[src/rtl/flag_ctrl.sv]
// ZVN condition-code controller: EX-stage flag updates, ID-stage branch
// resolution with a one-cycle stall on flag RAW hazards, and a stall counter.
module flag_ctrl #(
  parameter int unsigned CNT_W    = 16,
  parameter bit          STALL_EN = 1'b1
) (
  input  logic             clk,
  input  logic             rst,
  input  logic             ex_valid,
  input  logic [3:0]       ex_opcode,
  input  logic             ex_z,
  input  logic             ex_v,
  input  logic             ex_n,
  input  logic             br_req,
  input  logic [2:0]       br_ccc,
  input  logic             flush,
  input  logic             cnt_clr,
  output logic [2:0]       flags,
  output logic             br_stall,
  output logic             br_valid,
  output logic             br_taken,
  output logic [CNT_W-1:0] stall_cnt
);

  typedef enum logic {IDLE, HOLD} state_e;

  state_e           state_q, state_d;
  logic [2:0]       flags_q, flags_d;
  logic [2:0]       ccc_q, ccc_d;
  logic [CNT_W-1:0] cnt_q, cnt_d;
  logic             wr_all, wr_z_only, we_z, we_vn, hazard;

  // Branch condition evaluated on {Z,V,N}.
  function automatic logic cond_f(input logic [2:0] ccc, input logic [2:0] f);
    logic z, v, n;
    z = f[2];
    v = f[1];
    n = f[0];
    case (ccc)
      3'b000:  cond_f = !z;
      3'b001:  cond_f = z;
      3'b010:  cond_f = !z && !n;
      3'b011:  cond_f = n;
      3'b100:  cond_f = z || (!z && !n);
      3'b101:  cond_f = n || z;
      3'b110:  cond_f = v;
      default: cond_f = 1'b1;
    endcase
  endfunction

  // Opcode decode into per-flag write enables.
  always_comb begin
    wr_all    = 1'b0;
    wr_z_only = 1'b0;
    case (ex_opcode)
      4'b0000, 4'b0001:         wr_all    = 1'b1;
      4'b0010, 4'b0100,
      4'b0101, 4'b0110:         wr_z_only = 1'b1;
      default: ;
    endcase
  end

  assign we_z   = ex_valid && (wr_all || wr_z_only);
  assign we_vn  = ex_valid && wr_all;
  assign hazard = we_z;

  always_comb begin
    flags_d    = flags_q;
    flags_d[2] = we_z  ? ex_z : flags_q[2];
    flags_d[1] = we_vn ? ex_v : flags_q[1];
    flags_d[0] = we_vn ? ex_n : flags_q[0];
  end

  // Branch FSM; outputs are forced low while reset is held.
  always_comb begin
    state_d  = state_q;
    ccc_d    = ccc_q;
    br_stall = 1'b0;
    br_valid = 1'b0;
    br_taken = 1'b0;
    case (state_q)
      IDLE: begin
        if (br_req && !flush) begin
          if (hazard && STALL_EN) begin
            br_stall = 1'b1;
            ccc_d    = br_ccc;
            state_d  = HOLD;
          end else begin
            br_valid = 1'b1;
            br_taken = cond_f(br_ccc, flags_q);
          end
        end
      end
      HOLD: begin
        state_d = IDLE;
        if (!flush) begin
          br_valid = 1'b1;
          br_taken = cond_f(ccc_q, flags_q);
        end
      end
      default: state_d = IDLE;
    endcase
    if (rst) begin
      br_stall = 1'b0;
      br_valid = 1'b0;
      br_taken = 1'b0;
    end
  end

  // Saturating stall counter; clear wins over increment.
  always_comb begin
    cnt_d = cnt_q;
    if (cnt_clr) begin
      cnt_d = '0;
    end else if (br_stall && (cnt_q != {CNT_W{1'b1}})) begin
      cnt_d = cnt_q + CNT_W'(1);
    end
  end

  always_ff @(posedge clk or posedge rst) begin
    if (rst) begin
      state_q <= IDLE;
      flags_q <= 3'b000;
      ccc_q   <= 3'b000;
      cnt_q   <= '0;
    end else begin
      state_q <= state_d;
      flags_q <= flags_d;
      ccc_q   <= ccc_d;
      cnt_q   <= cnt_d;
    end
  end

  assign flags     = flags_q;
  assign stall_cnt = cnt_q;

endmodule
[config.mk]
export PLATFORM = sky130hd
export DESIGN_NAME = flag_ctrl
export DESIGN_NICKNAME = d
export VERILOG_FILES = /design/src/rtl/flag_ctrl.sv
export SDC_FILE = /design/constraint.sdc
export NUM_CORES = 1
export LEC_CHECK = 0
export CORE_UTILIZATION = 48
export CTS_CLUSTER_DIAMETER = 30
export DETAILED_ROUTE_END_ITERATION = 8
export PLACE_DENSITY = 0.88
export SYNTH_ARGS = -nofsm -noshare
export SYNTH_HDL_FRONTEND = slang
export SYNTH_SLANG_ARGS = --single-unit
[constraint.sdc]
create_clock -name clk -period 2.35 [get_ports clk]
set_input_delay 0.235 -clock clk [delete_from_list [all_inputs] [get_ports clk]]
set_output_delay 0.235 -clock clk [all_outputs]
set_load 0.02 [all_outputs]
Word-level counts from Yosys, hierarchy flattened

Index checks and enable logic that the tools add are counted.

Flip-flop bits (word level): 23
Input bits: 16
Output and inout bits: 22
Word-level logic and storage cells: 64

$add $sub $neg: 1
Equal/unequal tests: 18
Multiplexer cells: 21
Bitwise logic cells: 1
Reduce and logical (&&, ||, !) cells: 18

Operators by type and width:

| operator              | count |
|---|---|
| $mux 16               | 2 |
| $eq 3x3->1 const B    | 6 |
| $add 16x1->16 const B | 1 |
| $ne 16x16->1 const B  | 1 |
| $mux 1                | 14 |
| $pmux 1 s7            | 2 |
| $eq 3x2->1 const B    | 4 |
| $eq 4x3->1 const B    | 3 |
| $eq 3x1->1 const B    | 2 |
| $logic_not 3->1       | 2 |
| $pmux 1 s2            | 3 |
| $logic_and 1x1->1     | 5 |
| $eq 4x1->1 const B    | 1 |
| $eq 4x2->1 const B    | 1 |
| $logic_not 4->1       | 1 |
| $reduce_or 4->1       | 1 |
| $logic_not 1->1       | 3 |
| $logic_or 1x1->1      | 3 |
| $reduce_and 3->1      | 1 |
| $reduce_bool 2->1     | 1 |
| $reduce_or 2->1       | 1 |
| $not 1->1             | 1 |

Longest topological paths before layout

Gate-level depths: netlist of run 1.

Word-level depth: 12
Mapped depth: 7
Gate-level depth less buffers: 5

Worst setup path after synthesis of run 1

OpenSTA, ideal clock, no wires.

Kind: reg-to-reg
From: register cnt_q[0], in the netlist stall_cnt[0]
To: register cnt_q[15], in the netlist stall_cnt[15]
Data arrival time: 1624 ps
Data required time: 2225 ps
Slack: 601 ps
Stages on the path, launching flop included: 7
Buffers on the path: 1
Period minus slack after synthesis: 1749 ps
Cells stage by stage: dfrtp_1 ha_1 nand3_1 nor4_2 buf_4 nor4_1 mux2_2

Longest elaborated chain between the ends: 3

Ends and longest elaborated chain:

| what                                                 | RTL line | text |
|---|---|---|
| from (decl)                                          | 30       | `logic [CNT_W-1:0] cnt_q, cnt_d;` |
| from (signal assigned)                               | 130      | `cnt_q <= cnt_d;` |
| $add 16x1->16 / $ne 16x16->1 (equally long branches) | 116, 115 |  |
| $mux 16 / $logic_and 1x1->1 (equally long branches)  | 115      | `end else if (br_stall && (cnt_q != {CNT_W{1'b1}})) begin` |
| $mux 16 / $reduce_bool 2->1 (equally long branches)  | n/a      |  |

Parallel ways exist; a longest one is shown, timed or not. The select of a mux whose other input is x is not followed.
A chain may end at the register's enable or synchronous reset.

Final worst setup path of run 1

From: register state_q
To: output port br_stall

Longest elaborated chain between the ends: 2

Ends and longest elaborated chain:

| what                   | RTL line | text |
|---|---|---|
| from (decl)            | 27       | `state_e state_q, state_d;` |
| from (signal assigned) | 127      | `state_q <= state_d;` |
| $mux 1                 | 81       | `case (state_q)` |
| $mux 1                 | 103      | `if (rst) begin` |
| to (decl)              | 19       | `output logic br_stall,` |

Every way passes these cells.

==> flow_summary.yaml, run 1 <==
status:
  status: "finished, final reports clean"
detailed_routing:
  vias_per_cell: 6.19
  totalWireLength_mm: 3.47
  highest_layer: "met4"
  wl_met2_mm: 1.79
  post_drt_wl_per_cell_um: 15.8
  vias: 1361
  ant_nets: 0
  drt_iter0_markers: 82
  route.detailed.drc: 0
  wl_met1_mm: 1.51
  met3WireLength_um: 155
  first_pass_iters: 4
logic_synthesis:
  synthCells: 151
  ys.warnings.count: 0
  syn_area_per_cell_um2: 9.40
  netlist_area_um2: 1420
  ys_types: 35
  synth_nets: 168
  synth_seq_area_share: 0.406
  synth_area_leaders: "dfrtp_1 41%, mux2_2 6.3%, a21oi_1 6.0%"
  ys_ff_latch: 23
  synth_top_area_cell: "dfrtp_1"
  yosysTopAreaCellShare: 0.406
sta:
  setup_ws_ps: 170
  final-hold-violation-count: 0
  slew_violations: 0
  maxSlewHeadroom: 0.525
  worstMarginPinSlew_ps: 710
  fmax_mhz: 459
  setup_tns_ps: 0
  rsz0062_at_grt: "false"
  period_share: 0.928
  period_minus_slack_ps: 2180
  finalSetupViolCount: 0
  finClkSkew_ps: 2.22
global_routing:
  grt_pass1_wl_mm: 6.11
  grt_pass1_vias: 1358
  grt_use_total: 0.242
  grt_max_degree: 24
  grt_overflow: 0
  antenna_found_initial: 0
clocking:
  root_buffer: "clkbuf_4"
  clk_path_buf_depth: 2
  numCtsBuffers: 3
  holdBufCountCts: 0
  cts_setup_buffers: 0
  cts_resized: 0
  cts.sinks: 23
  clock_latency_ps: 310
  htreeDepth: 1
  cts_tree: "done"
  cts.clk_slew.worst_paths_ps: 130
finish:
  drive_above_1_share: 0.116
  syn2layout_area_growth_pct: 29.9
  finalNetCount: 207
  layout_common_cells: "36 x clkdlybuf4s50_1, 22 x dfrtp_1, 17 x a21oi_1"
  diodes: 0
  final_common_cell: "clkdlybuf4s50_1"
setup_path:
  end_kind: "output pin"
  cp.required_ps: 2120
  critical_path.max_fanout: 5
  worstSetupStartpoint: "state_q$_DFF_PP0_"
  worst_setup_path_start_kind: "register"
  timing.rr.start: "state_q$_DFF_PP0_"
  path_class: "reg2out"
  reg2regPathDepth: 4
  arrival_ps: 1950
place:
  io_buffers: 37
  post-dp-hpwl_mm: 2.56
  pre_cts_slack_ps: 55.8
  gp_congestion: 0.847
run:
  maxCapViolCount: 0
die:
  core.rowCount: 19
  fp.coreArea_um2: 2780
  initial_core_util: 0.510
  die_w_um: 56.4
  die_y_um: 56.4
  ios: 38
  die_area_um2: 3180
worst_hold_path:
  min_path_type: "in2async"
power_and_ir_drop:
  powerDensity_nw_per_um2: 440
  peakVddDrop_uv: 320
  power.leakage_nw: 0.737
## layout make-up
| class | count | area [um2] |
|---|---|---|
| clock buffer | 3 | 22.5 |
| clock inverter | 1 | 5.00 |
| fill | 240 | 938 |
| inverter | 7 | 26.3 |
| multi-input combinational | 114 | 771 |
| sequential | 23 | 577 |
| tap | 31 | 38.8 |
| timing repair buffer | 41 | 403 |
## synthesized netlist by cell type, drive strengths merged
library cell / count
nor3: 1
o21ai: 7
o31ai: 11
or4: 7
nand4: 8
ha: 1
nor4: 4
a21oi: 17
inv: 7
nand3: 4
nor2b: 8
a221oi: 2
nand4b: 1
and2: 1
or3: 4
o22ai: 1
nor2: 6
mux2i: 2
nand2: 11
clkbuf: 3
dfrtp: 23
nor3b: 3
nand3b: 1
buf: 4
and4: 1
mux2: 8
and3: 2
nor4b: 2
and2b: 1
## registers in the layout (all words and copies together) (netlist names)
register   cells
flags          3
stall_cnt     16
ccc_q          3
state_q        1
## cells by family (layout without fill, tap and decap cells)
kind of cell	count (synthesis)	count (layout)	share of synthesized area
compound gates	38	38	0.160
fa+ha+maj	1	1	0.00882
buf+inv	14	52	0.0511
flops	23	23	0.406
mux	10	10	0.0776
simple gates	65	65	0.297
## report_power, final
part	internal, mW	switching [mW]
sequential	0.419	0.0336
combinational	0.0892	0.0777
clock	0.0637	0.128
## through the flow
stage	instances	utilization	power [mW]	area (um2)	hold WS, ps
floorplan	151	-	0.549	1420	237
global placement	216	0.651	0.617	1810	513
global route	220	0.663	0.854	1840	429
CTS	220	0.661	0.819	1840	393
detailed placement	216	0.651	0.628	1810	533
finish	220	0.663	0.812	1840	381
## path summary, 6_finish.rpt
| check | slack (ps) | endpoint |
|---|---|---|
| max in group asynchronous | 1730 | flags[2]$_DFFE_PP0P_ |
| worst min-delay path | 380 | flags[2]$_DFFE_PP0P_ |
| worst min register to register | 560 | ccc_q[0]$_DFFE_PP0P_ |
| worst max-delay path | 170 | br_stall |
| worst max register to register | 400 | stall_cnt[15]$_DFFE_PP0P_ |
| min in group clk | 470 | flags[0]$_DFFE_PP0P_ |
## per-layer routing
metal / GRT usage / vias to the layer above
met1: 0.306 / 661
met5: 0 / -
met2: 0.425 / 47
met4: 0.0801 / 0
li1: - / 651
met3: 0.0323 / 2
## worst max-delay path, stage by stage (launching register included)
cell	delay [ps]
dfrtp_1	470
nor4b_4	350
nand3_2	110
inv_1	100
clkdlybuf4s50_1	600
No activity file was read; power rests on OpenSTA's default activity.
==> run 2, diff against run 1 <==
- CORE_ASPECT_RATIO: default -> 1.25
- RECOVER_POWER: default -> 50
- clock period: 2.35 -> 2.5 ns (I/O delays scaled with it)
==> run 2 against run 1 <==
  * Worst hold slack better by 130 ps
  * Highest routed layer unchanged
  * Global-route usage decreased by 0.77 points
  * Design area down 0.27%
  * Non-clock buffer count unchanged
  * Sequential share of layout area is essentially flat
  * Power fell by 8.0%
  * Critical path depth grew 1
  * First-iteration DRC count shrank 60%
  * Clock skew rose by 1.4 ps
  * Die area barely moved
  * Worst setup slack got worse by 21 ps
  * Cell count grew 1.4%
==> flow_summary.yaml, run 2 (synthesis gave the netlist of run 1 again) <==
place:
  pre_cts_slack_ps: 208
  post-dp-hpwl_mm: 2.46
  placedCellCount: 219
  io_buffers: 37
  gp_congestion: 0.800
power_and_ir_drop:
  peakVddDrop_uv: 319
  power_uw: 747
  power.leakage_nw: 0.723
  powerDensity_nw_per_um2: 406
finish:
  finalNetCount: 207
  finalNonFillerCells: 223
  largest_reg_flops: 16
  syn2layout_area_growth_pct: 29.5
  layout_common_cells: "31 x clkdlybuf4s50_1, 23 x dfrtp_1, 17 x a21oi_1"
  final_common_cell: "clkdlybuf4s50_1"
  drive_above_1_share: 0.101
  final_core_util: 0.673
  diodes: 0
detailed_routing:
  post_drt_wl_per_cell_um: 15.2
  first_pass_iters: 4
  route.detailed.drc: 0
  vias: 1375
  drt_iter0_markers: 33
  totalWireLength_mm: 3.39
  vias_per_cell: 6.17
  ant_nets: 0
global_routing:
  grt_pass1_vias: 1291
  grt_pass1_wl_mm: 5.80
  grt_max_degree: 24
  antenna_found_initial: 0
  grt_use_total: 0.234
  grt_overflow: 0
setup_path:
  reg2regPathDepth: 4
  critical_path.max_fanout: 7
  cp.required_ps: 2250
  cp_num_buf_inv: 1
  critPathTopFamily: "buffers and inverters"
  path_class: "reg2out"
  timing.rr.end: "stall_cnt[13]$_DFFE_PP0P_"
  max_stage_delay_ps: 620
  worst_setup_path_start_kind: "register"
  timing.rr.start: "state_q$_DFF_PP0_"
  cp_cell_sequence: "nor2b_1 -> a221oi_1 -> a21oi_1 -> o22ai_1 -> clkdlybuf4s50_1"
  crit_path_top_delay_cell: "clkdlybuf4s50_1"
  arrival_ps: 2100
  regToRegSetupSlack_ps: 570
  worstSetupStartpoint: "ccc_q[2]$_DFFE_PP0P_"
  end_kind: "output pin"
sta:
  period_minus_slack_ps: 2350
  slew_violations: 0
  rsz0062_at_grt: "false"
  setup_ws_ps: 148
  period_share: 0.941
  setup_tns_ps: 0
  final-hold-violation-count: 0
  finClkSkew_ps: 3.66
  worstMarginPinSlew_ps: 1240
  finalSetupViolCount: 0
  maxSlewHeadroom: 0.173
  fmax_mhz: 425
die:
  core.rowCount: 21
  ios: 38
  die_w_um: 50.6
  fp.coreArea_um2: 2730
  initial_core_util: 0.519
  die_area_um2: 3180
  die_y_um: 62.8
clocking:
  htreeDepth: 1
  root_buffer: "clkbuf_4"
  numCtsBuffers: 3
  clock_latency_ps: 300
  cts_tree: "done"
  cts.clk_slew.worst_paths_ps: 120
  holdBufCountCts: 0
  cts_resized: 0
  clk_path_buf_depth: 2
  cts.sinks: 23
  cts_setup_buffers: 0
run:
  maxCapViolCount: 0
worst_hold_path:
  min_path_type: "in2reg"
  min-delay-start: "ex_n"
  min_path_cells: 3
  worstHoldEndpoint: "flags[0]$_DFFE_PP0P_"
status:
  status: "finished, final reports clean"
[run 2: changes by cell type in the layout (fill, tap and decap cells not counted), sizes merged]
| cell | previous run | this run |
|---|---|---|
| clkdlybuf4s50 | 36 | 31 |
| clkbuf | 3 | 5 |
| buf | 4 | 3 |
| clkinv | 1 | 0 |
| dlygate4sd3 | 0 | 6 |
| dlymetal6s2s | 1 | 0 |
[run 2: cell type report]
cell class | instances | area [um2]
multi-input combinational | 114 | 771
fill | 234 | 895
clock buffer | 4 | 26.3
sequential | 23 | 576
timing repair buffer | 41 | 397
tap | 34 | 42.5
inverter | 7 | 26.3
[run 2: report_power, final]
group          leakage (nW)  switching, mW  total [mW]  internal [mW]
registers             0.310         0.0298       0.423          0.393
logic                 0.398         0.0748       0.155         0.0800
clock network        0.0150          0.107       0.169         0.0621
[run 2: through the flow]
| step | hold slack [ps] | instance area [um2] |
|---|---|---|
| final | 513 | 1840 |
| after CTS | 411 | 1840 |
| after detailed placement | 529 | 1820 |
| after global placement | 515 | 1820 |
| after floorplan | 252 | 1420 |
| after global routing | 535 | 1840 |
[run 2: worst reg2reg max path, stage by stage (launching register included)]
cell and delay, ps:
dfrtp_1 460, nor4b_4 350, nand4_2 320, nor4b_2 330, mux2_2 370
[run 2: routing by layer]
metal | vias up | GRT usage | wire length [um]
met5 | - | 0 | 0
met4 | 0 | 0.0868 | 78
met3 | 8 | 0.0365 | 183
met2 | 57 | 0.408 | 1730
met1 | 661 | 0.284 | 1400
li1 | 649 | - | -
[run 2: worst max path at each step]
stage                                      endpoint  slack (ps)  depth (start not counted)
after floorplan           stall_cnt[15]$_DFFE_PP0P_         750                          6
after global placement                     br_taken         270                          6
after detailed placement                   br_taken         210                          6
after CTS                                  br_taken         150                          5
after global routing                       br_taken          70                          5
final                                      br_taken         150                          5
==> run 3, diff against run 2 <==
- MAX_ROUTING_LAYER: default -> met4
==> run 3 against run 2 <==
  * Core utilization is the same
  * Sequential cell count is the same
  * Design area is the same
  * Combinational power is essentially flat
  * Critical path depth is the same
  * Worst setup slack gained 4.5 ps
  * Largest cell class unchanged
  * Largest power group unchanged
==> flow_summary.yaml, run 3 (synthesis gave the netlist of run 1 again) <==
status:
  status: "finished, final reports clean"
global_routing:
  grt_use_total: 0.241
  grt_pass1_wl_mm: 5.79
  grt_max_degree: 24
  grt_pass1_vias: 1297
  grt_overflow: 0
  antenna_found_initial: 0
finish:
  final_common_cell: "clkdlybuf4s50_1"
  syn2layout_area_growth_pct: 29.5
  largest_reg_flops: 16
  drive_above_1_share: 0.101
  finalNetCount: 207
  final_core_util: 0.673
  layout_common_cells: "31 x clkdlybuf4s50_1, 23 x dfrtp_1, 17 x a21oi_1"
  final_area_um2: 1840
  diodes: 0
detailed_routing:
  ant_nets: 0
  vias_per_cell: 6.09
  met3WireLength_um: 162
  totalWireLength_mm: 3.34
  wl_met1_mm: 1.40
  drt_iter0_markers: 30
  wl_met2_mm: 1.71
  route.detailed.drc: 0
  post_drt_wl_per_cell_um: 15.0
  first_pass_iters: 4
  vias: 1359
  highest_layer: "met4"
sta:
  final-hold-violation-count: 0
  finClkSkew_ps: 2.43
  worstMarginPinSlew_ps: 1240
  slew_violations: 0
  maxSlewHeadroom: 0.171
  rsz0062_at_grt: "false"
  setup_tns_ps: 0
  fmax_mhz: 426
  hold_slack_ps: 512
  period_share: 0.939
  finalSetupViolCount: 0
  period_minus_slack_ps: 2350
power_and_ir_drop:
  power.leakage_nw: 0.723
  p_comb_frac: 0.207
  power.switching_uw: 211
  seqPwrFrac: 0.567
  powerDensity_nw_per_um2: 406
  power.share.switching: 0.283
  p_int_uw: 535
  peakVddDrop_uv: 318
  clkPwrFrac: 0.226
place:
  post-dp-hpwl_mm: 2.46
  io_buffers: 37
  gp_congestion: 0.812
  postPlaceCellArea_um2: 1820
worst_hold_path:
  min_path_cells: 3
  worstHoldEndpoint: "flags[0]$_DFFE_PP0P_"
  min_path_type: "in2reg"
  min-delay-start: "ex_n"
setup_path:
  critical_path.max_fanout: 7
  arrival_ps: 2100
  crit_path_top_delay_cell: "clkdlybuf4s50_1"
  worst_setup_path_start_kind: "register"
  cp.required_ps: 2250
  end_kind: "output pin"
  timing.rr.start: "state_q$_DFF_PP0_"
  path_class: "reg2out"
  regToRegSetupSlack_ps: 570
  reg2regPathDepth: 4
  timing.rr.end: "stall_cnt[13]$_DFFE_PP0P_"
  max_stage_delay_ps: 620
  cp_cell_sequence: "nor2b_1 -> a221oi_1 -> a21oi_1 -> o22ai_1 -> clkdlybuf4s50_1"
clocking:
  cts_setup_buffers: 0
  clk_path_buf_depth: 2
  holdBufCountCts: 0
  cts.sinks: 23
  htreeDepth: 1
  clock_latency_ps: 300
  numCtsBuffers: 3
  cts_tree: "done"
  root_buffer: "clkbuf_4"
  cts.clk_slew.worst_paths_ps: 120
  cts_resized: 0
die:
  fp.coreArea_um2: 2730
  die_area_um2: 3180
  ios: 38
  die_w_um: 50.6
  die_y_um: 62.8
  core.rowCount: 21
  initial_core_util: 0.519
run:
  maxCapViolCount: 0
## run 3: cell counts in the layout (fill, tap and decap cells not counted)
No cell type changed its count.
## run 3: critical path: cells and delay by family, from the launching register on
family          cells  cell delay, ps
compound gates      3             550
buf+inv             1             620
simple gates        1             160
flops               1             460
## run 3: cell type report
class,count,area [um2]
clock buffer,4,26.3
fill,234,895
inverter,7,26.3
multi-input combinational,114,771
sequential,23,576
tap,34,42.5
timing repair buffer,41,397
## run 3: power by group through the flow
stage / registers (mW) / clock network [mW] / logic [mW]
floorplan: 0.432 / 0 / 0.0836
global placement: 0.428 / 0 / 0.153
detailed placement: 0.430 / 0 / 0.159
CTS: 0.423 / 0.179 / 0.160
global route: 0.428 / 0.196 / 0.171
finish: 0.423 / 0.169 / 0.155
## run 3: worst max path at each step
stage,from,end,slack [ps],cells past startpoint
final,ccc_q[2]$_DFFE_PP0P_,br_taken,150,5
after floorplan,stall_cnt[0]$_DFFE_PP0P_,stall_cnt[15]$_DFFE_PP0P_,750,6
after CTS,ccc_q[2]$_DFFE_PP0P_,br_taken,150,5
after global routing,ccc_q[2]$_DFFE_PP0P_,br_taken,70,5
after detailed placement,br_ccc[2],br_taken,210,6
after global placement,br_ccc[2],br_taken,270,6
## run 3: routing by layer
metal | up-vias | GRT usage
met2 | 54 | 0.408
met1 | 650 | 0.289
met3 | 6 | 0.0292
met5 | - | -
li1 | 649 | -
met4 | 0 | 0.0868
## run 3: per-stage QoR
stage                     instances  setup WS (ps)  total power, mW
final                           223            153            0.746
after detailed placement        219            208            0.590
after CTS                       223            154            0.762
after global placement          219            267            0.580
after floorplan                 151            751            0.516
after global routing            223           68.0            0.794
